## config.mk

```make
export PLATFORM = sky130hd
export DESIGN_NAME = dog_writer
export DESIGN_NICKNAME = d
export VERILOG_FILES = /design/src/rtl/sift_pkg.sv /design/src/rtl/bram_read_pipe.sv /design/src/rtl/dog_writer.sv
export SDC_FILE = /design/constraint.sdc
export NUM_CORES = 1
export LEC_CHECK = 0
export BUFFER_PORTS_ARGS = -buffer_cell sky130_fd_sc_hd__buf_4
export CORE_UTILIZATION = 54
export CTS_BUF_LIST = sky130_fd_sc_hd__clkbuf_2 sky130_fd_sc_hd__clkbuf_4 sky130_fd_sc_hd__clkbuf_8
export CTS_CLUSTER_SIZE = 16
export DETAILED_ROUTE_END_ITERATION = 10
export GPL_TIMING_DRIVEN = 0
export PLACE_DENSITY = 0.83
export SLEW_MARGIN = 20
export SYNTH_ARGS = -nofsm -noshare
export SYNTH_HDL_FRONTEND = slang
export SYNTH_SLANG_ARGS = --single-unit
```

## constraint.sdc

```tcl
create_clock -name clk -period 1.5 [get_ports clk]
set_input_delay 0.3 -clock clk [delete_from_list [all_inputs] [get_ports clk]]
set_output_delay 0.3 -clock clk [all_outputs]
set_load 0.02 [all_outputs]
```

## src/rtl/sift_pkg.sv

```systemverilog
// sift_pkg: shared types and helpers for the SIFT pipeline blocks.
//   dog_writer_state_t : sequencing states of the DoG writer
//   dog_width()        : signed DoG sample width for a given pixel depth
package sift_pkg;

    typedef enum logic [1:0] {
        IDLE,
        READ,
        DRAIN
    } dog_writer_state_t;

    // A difference of two unsigned N-bit pixels needs N+1 signed bits.
    function automatic int unsigned dog_width(input int unsigned bit_depth);
        return bit_depth + 1;
    endfunction

endpackage

```

## src/rtl/bram_read_pipe.sv

```systemverilog
// bram_read_pipe: LATENCY-deep shift register of {valid, address} that keeps
// each issued BRAM read address aligned with the data it returns.
//   clk, rst   : clock, asynchronous active-high reset
//   in_valid   : an address is being issued this cycle
//   in_addr    : the issued address
//   out_valid  : data for out_addr is present on the BRAM outputs this cycle
//   out_addr   : address matching the current BRAM data
//   active     : any read still in flight
module bram_read_pipe #(
    parameter int unsigned LATENCY = 2,
    parameter int unsigned ADDR_W  = 4
) (
    input  logic              clk,
    input  logic              rst,
    input  logic              in_valid,
    input  logic [ADDR_W-1:0] in_addr,
    output logic              out_valid,
    output logic [ADDR_W-1:0] out_addr,
    output logic              active
);

    logic [LATENCY-1:0] vld;
    logic [ADDR_W-1:0]  adr [LATENCY];

    always_ff @(posedge clk or posedge rst) begin
        if (rst) begin
            vld <= '0;
            for (int unsigned i = 0; i < LATENCY; i++) begin
                adr[i] <= '0;
            end
        end else begin
            vld[0] <= in_valid;
            adr[0] <= in_addr;
            for (int unsigned i = 1; i < LATENCY; i++) begin
                vld[i] <= vld[i-1];
                adr[i] <= adr[i-1];
            end
        end
    end

    assign out_valid = vld[LATENCY-1];
    assign out_addr  = adr[LATENCY-1];
    assign active    = |vld;

endmodule

```

## src/rtl/dog_writer.sv

```systemverilog
// dog_writer: streams two blurred images out of their BRAMs at one pixel per
// cycle and writes the signed per-pixel difference (hi - lo) into the DoG BRAM.
//   clk, rst_in          : clock, asynchronous active-high reset
//   enable               : start request, honoured only while idle
//   src_address          : read address to both source BRAMs
//   lo_data, hi_data     : unsigned pixels from the lower/higher-sigma images
//   dog_address, dog_data: DoG BRAM write port (dog_data signed, BIT_DEPTH+1)
//   dog_we               : DoG BRAM write enable
//   busy                 : high from start until done
//   done_writing         : one-cycle pulse after the last write
// Build option: define DOG_CONTRAST_ZERO_EN to write 0 for any difference whose
// magnitude is below CONTRAST_THRESHOLD.
module dog_writer
    import sift_pkg::*;
#(
    parameter int unsigned BIT_DEPTH          = 8,
    parameter int unsigned DIMENSION          = 4,
    parameter int unsigned READ_LATENCY       = 2,
    parameter int unsigned CONTRAST_THRESHOLD = 4
) (
    input  logic                                      clk,
    input  logic                                      rst_in,
    input  logic                                      enable,
    output logic [$clog2(DIMENSION*DIMENSION)-1:0]    src_address,
    input  logic [BIT_DEPTH-1:0]                      lo_data,
    input  logic [BIT_DEPTH-1:0]                      hi_data,
    output logic [$clog2(DIMENSION*DIMENSION)-1:0]    dog_address,
    output logic [BIT_DEPTH:0]                        dog_data,
    output logic                                      dog_we,
    output logic                                      busy,
    output logic                                      done_writing
);

    localparam int unsigned N  = DIMENSION * DIMENSION;
    localparam int unsigned AW = $clog2(N);
    localparam int unsigned DW = dog_width(BIT_DEPTH);
    localparam logic [AW-1:0] LAST_ADDR = AW'(N - 1);

    dog_writer_state_t state;

    logic          pipe_valid;
    logic [AW-1:0] pipe_addr;
    logic          pipe_active;
    logic [DW-1:0] diff_raw;
    logic [DW-1:0] wr_data;

    bram_read_pipe #(
        .LATENCY (READ_LATENCY),
        .ADDR_W  (AW)
    ) u_pipe (
        .clk       (clk),
        .rst       (rst_in),
        .in_valid  (state == READ),
        .in_addr   (src_address),
        .out_valid (pipe_valid),
        .out_addr  (pipe_addr),
        .active    (pipe_active)
    );

`ifdef DOG_CONTRAST_ZERO_EN
    logic [DW-1:0] diff_mag;
`endif

    always_comb begin
        diff_raw = DW'(hi_data) - DW'(lo_data);
        wr_data  = diff_raw;
`ifdef DOG_CONTRAST_ZERO_EN
        diff_mag = diff_raw[DW-1] ? (~diff_raw + DW'(1)) : diff_raw;
        if (diff_mag < DW'(CONTRAST_THRESHOLD)) begin
            wr_data = '0;
        end
`endif
    end

    always_ff @(posedge clk or posedge rst_in) begin
        if (rst_in) begin
            state        <= IDLE;
            src_address  <= '0;
            dog_address  <= '0;
            dog_data     <= '0;
            dog_we       <= 1'b0;
            busy         <= 1'b0;
            done_writing <= 1'b0;
        end else begin
            // Write register: one cycle behind the data/address alignment.
            dog_we <= pipe_valid;
            if (pipe_valid) begin
                dog_address <= pipe_addr;
                dog_data    <= wr_data;
            end

            done_writing <= 1'b0;

            case (state)
                IDLE: begin
                    if (enable) begin
                        state       <= READ;
                        busy        <= 1'b1;
                        src_address <= '0;
                    end
                end
                READ: begin
                    if (src_address == LAST_ADDR) begin
                        state <= DRAIN;
                    end else begin
                        src_address <= src_address + AW'(1);
                    end
                end
                DRAIN: begin
                    // Pipe empties on the same edge the last write registers,
                    // so done lands exactly one edge after that write.
                    if (!pipe_active) begin
                        state        <= IDLE;
                        busy         <= 1'b0;
                        done_writing <= 1'b1;
                    end
                end
                default: state <= IDLE;
            endcase
        end
    end

endmodule

```

* After elaboration in Yosys (flattened, before gate mapping)
Index checks and enable logic that the tools add are counted.
** Storage, ports and cells
- Word-level logic and storage cells :: 38
- ROM bits :: 0
- RAM bits :: 0
- Bits of input ports :: 19
- Output and inout bits :: 20
- Memories kept :: 0
- Bits in latches :: 0
- Bits in registers :: 32
** Cells by class
- Reductions and logical operators :: 7
- Add/subtract/negate cells :: 2
- Bitwise logic cells :: 0
- Multipliers :: 0
- Shift-type cells :: 0
- Mux-type cells :: 12
- Divide/modulo/power cells :: 0
- Equality and inequality tests :: 7
- Order comparisons :: 0
** Operators with widths (count)
- AND reduction 3 bit :: 3
- subtractor 8 x 8 -> 9 bit :: 1
- two-way mux 4 bit :: 2
- inequality test 2 bit (second input constant) :: 4
- one-hot mux 4 bit (2 select lines) :: 1
- two-way mux 2 bit :: 3
- one-hot mux 2 bit (3 select lines) :: 1
- adder 4 x 1 -> 4 bit (second input constant) :: 1
- equality test 4 bit (second input constant) :: 1
- two-way mux 1 bit :: 4
- nonzero test 2 bit :: 2
- equality test 2 x 1 -> 1 bit (second input constant) :: 1
- equality test 2 bit (second input constant) :: 1
- zero test 2 bit :: 1
- one-hot mux 1 bit (2 select lines) :: 1
- OR reduction 2 bit :: 1

* Logic depth before layout (Yosys ltp)
- Word-level depth :: 3
- Gate-level depth with buffers :: 7
- Gate-level depth less buffers :: 7

* Modules after synthesis
A second synthesis with hierarchy kept.
** Unflattened totals
- Cell total of the unflattened synthesis :: 146
- Area total of the unflattened synthesis :: 1590.3 um^2
** By module, submodules not included
- dog_writer :: instances 1, area each 1300.0 um^2, cells each 130, sequential area each 550.5 um^2
- bram_read_pipe :: instances 1, area each 290.3 um^2, cells each 16, sequential area each 250.2 um^2

* Worst setup path after synthesis
Ideal clock, no wire load.
- Path type :: in2reg
- From :: input port lo_data[1]
- To :: register dog_data[5]
- Required time :: 1.384 ns
- Path slack :: -0.146 ns
- Arrival time :: 1.530 ns
- Setup time :: 0.116 ns
- Path buffers :: 0
- Cell stages on the path :: 6
- Cell sequence :: inv_1 -> ha_1 -> nor2b_4 -> o31a_1 -> or4_1 -> o311ai_0
** Between the ends
- Cells in the longest elaborated chain, start to end :: 1
** RTL lines
- start: declaration :: line dog_writer.sv:25 : input logic [BIT_DEPTH-1:0] lo_data,
- subtractor 8 x 8 -> 9 bit :: line dog_writer.sv:65 : diff_raw = DW'(hi_data) - DW'(lo_data);
- end signal: assignment :: line dog_writer.sv:89 : dog_data <= wr_data;
- end: declaration :: line dog_writer.sv:28 : output logic [BIT_DEPTH:0] dog_data,
No other way between the ends.
A chain may end at the register's enable or synchronous reset.

* Worst setup path in the final report
- From :: input port lo_data[1]
- To :: register dog_data[7]
The elaborated chain is that of the path after synthesis.

==> metrics.yaml <==
sta:
  finalCriticalPeriod_ns: 1.463
  setup_viol: 0
  rsz0062_at_grt: "false"
  maxSlewViolCount: 0
  setup_tns_ns: 0
  fmax_ghz: 0.6836
  tightest_slew_ns: 0.6326
  min_period_over_period: 0.9752
  clock_skew_ns: 0.009129
  whs_ns: 0.05036
  hold_viol_final: 0
  slew_headroom: 0.5777
yosys:
  syn-num-nets: 168
  synth_edf_count: 0
  ys.warnings.count: 0
  synth_ff_type: "dfrtp_1"
  yosysSeqAreaShare: 0.5320
  async_flop_share: 1.000
  syn_avg_cell_area_um2: 10.83
  synth_area_mm2: 0.001505
  synth_seq_cells: 32
  synthCells: 139
  ys_types: 36
run:
  max-cap-violations: 0
pwr:
  peakVddDrop_mv: 1.479
  p_per_area_mw_per_mm2: 1799
  leakage_uw: 0.0009542
cts:
  clk_path_buf_depth: 2
  cts.sinks: 32
  root_buffer: "clkbuf_4"
  cts.reportedPaths.clkPinSlew_ns: 0.10
  clock_latency_ns: 0.33
  htree_levels: 2
  cts_inserted_buffers: 5
  cts_tree: "built"
global_routing:
  grt_overflow_total: 0
  grt_max_degree: 33
  grt_usage: 0.2360
  grt_pass1_vias: 1140
  grt_pass1_wl_um: 4767
  antenna_found_initial: 0
floorplanning:
  fp-row-count: 18
  start_util: 0.5914
  die_area_mm2: 0.003002
  die_w_um: 54.80
  core_area_mm2: 0.002545
  ioPinCount: 39
  die_h_um: 54.80
cells_and_area:
  diodes: 0
  area_delta_synth_final_pct: 30.09
  drive_above_1_share: 0.3459
  layout.cells.non_filler: 215
  nets: 213
  postLayoutCellArea_mm2: 0.001958
hold_path:
  min_path_type: "in2async"
worst_setup_path:
  regToRegStartpoint: "u_pipe.vld[1]$_DFF_PP0_"
  crit_path_start_kind: "primary input"
  crit_start: "lo_data[1]"
  crit_required_ns: 1.77
  end_kind: "register"
  critical_path_arrival_ns: 1.73
  path_class: "in2reg"
  cpMaxStageDelayCell: "or4_1"
  worstPathCellList: "buf_4 -> inv_6 -> ha_4 -> nor2b_4 -> o31a_1 -> or4_1 -> nand3_1"
  critical_path.max_fanout: 5
  cpPeakStageDelay_ns: 0.49
drt:
  wirelength_um: 3096
  drt-initial-drc-count: 42
  route.vias.total: 1236
  postRouteAntennaNets: 0
  firstDrtPassIters: 4
  wl_per_cell_um: 14.40
  remaining_drc_errors: 0
  vias_per_cell: 5.749
place:
  dp_hpwl_um: 2279
  port_buffers: 38
  gp_congestion: 0.7666
  dpl-instance-area_mm2: 0.001881
  place_inst: 207
run_status:
  status: "finished clean"
[path summary, 6_finish.rpt]
path	depth (start not counted)	slack, ns	end
min in group clk	3	0.26	src_address[2]$_DFFE_PP0P_
worst max-delay path	7	0.04	dog_data[7]$_DFFE_PP0P_
worst min register to register	0	0.36	u_pipe.out_addr[3]$_DFF_PP0_
worst min-delay path	2	0.05	u_pipe.out_addr[3]$_DFF_PP0_
max in group asynchronous	2	1.03	u_pipe.vld[1]$_DFF_PP0_
worst max register to register	6	0.20	dog_data[7]$_DFFE_PP0P_
[metrics by stage]
step / total power (uW) / setup slack [ns] / utilization
2_1_floorplan: 2376 / -0.05375 / -
3_3_place_gp: 2926 / -0.2425 / 0.7389
3_5_place_dp: 2996 / -0.2706 / 0.7389
4_1_cts: 3541 / 0.02303 / 0.7650
5_1_grt: 3769 / 0.01075 / 0.7694
6_report: 3522 / 0.03719 / 0.7694
[what timing repair did]
item	CTS	global route
hold buffers	0	0
endpoints found under the hold margin	0	0
gates resized for setup	0	4
setup endpoints to repair	0	5
setup buffers	0	0
[cell type report]
type	instances	area, um2
flip-flops and latches	32	800.8
multi-input cells	89	691.9
fillers	181	586.8
repair buffers	38	285.3
clock buffers	8	66.31
inverters	14	57.56
well taps	30	37.54
plain buffers	4	18.77
[per-layer routing]
metal  wire (um)  global-route usage  vias up  part of all wire
met5           0                   0        -                 0
met4          45             0.08974        0             0.015
met3         170             0.06667        7             0.055
met2        1661              0.4137       43              0.54
met1        1219              0.2686      600              0.39
li1            -                   -      586                 -
[synth_stat cells, types with 2 or more instances]
cell	instances	area, um2
or4_1	2	15.01
nand3_1	6	30.03
mux2_2	5	56.30
nor2b_1	2	12.51
o31ai_1	4	30.03
a21oi_1	6	30.03
dfrtp_1	32	800.8
nand2_1	12	45.04
nand4_1	3	18.77
nor2_1	7	26.28
inv_1	14	52.55
nor3_1	4	20.02
a211o_1	2	17.52
clkbuf_1	2	7.510
o211ai_1	2	15.01
ha_1	9	112.6
o21a_1	4	30.03
o21ai_0	4	20.02
o311ai_0	2	17.52
[registers in the layout, indices dropped and copies added (netlist names)]
signal	cells
u_pipe.adr	4
dog_data	9
u_pipe.vld	2
busy	1
u_pipe.out_addr	4
dog_address	4
done_writing	1
state	2
dog_we	1
src_address	4
[critical path: cells and delay by family]
kind,cells,cell delay [ns]
adders and majority gates,1,0.18
AOI/OAI and AO/OA,1,0.35
and+or+nand+nor,3,0.72
buffers and inverters,2,0.18
[cells by family after synthesis]
kind of cell    Yosys count  synth area share
buf+inv                  18           0.04572
simple gates             44            0.1571
xor+xnor                  2           0.01164
flops                    32            0.5320
compound gates           28            0.1280
mux                       5           0.03740
fa+ha+maj                10           0.08811
[placed cells by master (no fill, tap or decap), types with 2 or more instances in the layout]
master    Yosys  final
a211o_1       2      2
a21oi_1       6      6
buf_4         0     38
clkbuf_2      0      2
clkbuf_4      0      7
dfrtp_1      32     32
ha_1          9      6
ha_4          0      3
inv_1        14     11
inv_2         0      2
mux2_2        5      5
nand2_1      12     12
nand3_1       6      6
nand4_1       3      3
nor2_1        7      7
nor3_1        4      4
o211ai_1      2      2
o21a_1        4      4
o21ai_0       4      4
o31ai_1       4      3
or4_1         2      2
[where the power goes]
part           switching, uW  internal, uW  total, uW
Combinational            835           679       1510
Sequential               224          1240       1470
Clock                    276           267        543
No activity file was read; power rests on OpenSTA's default activity.
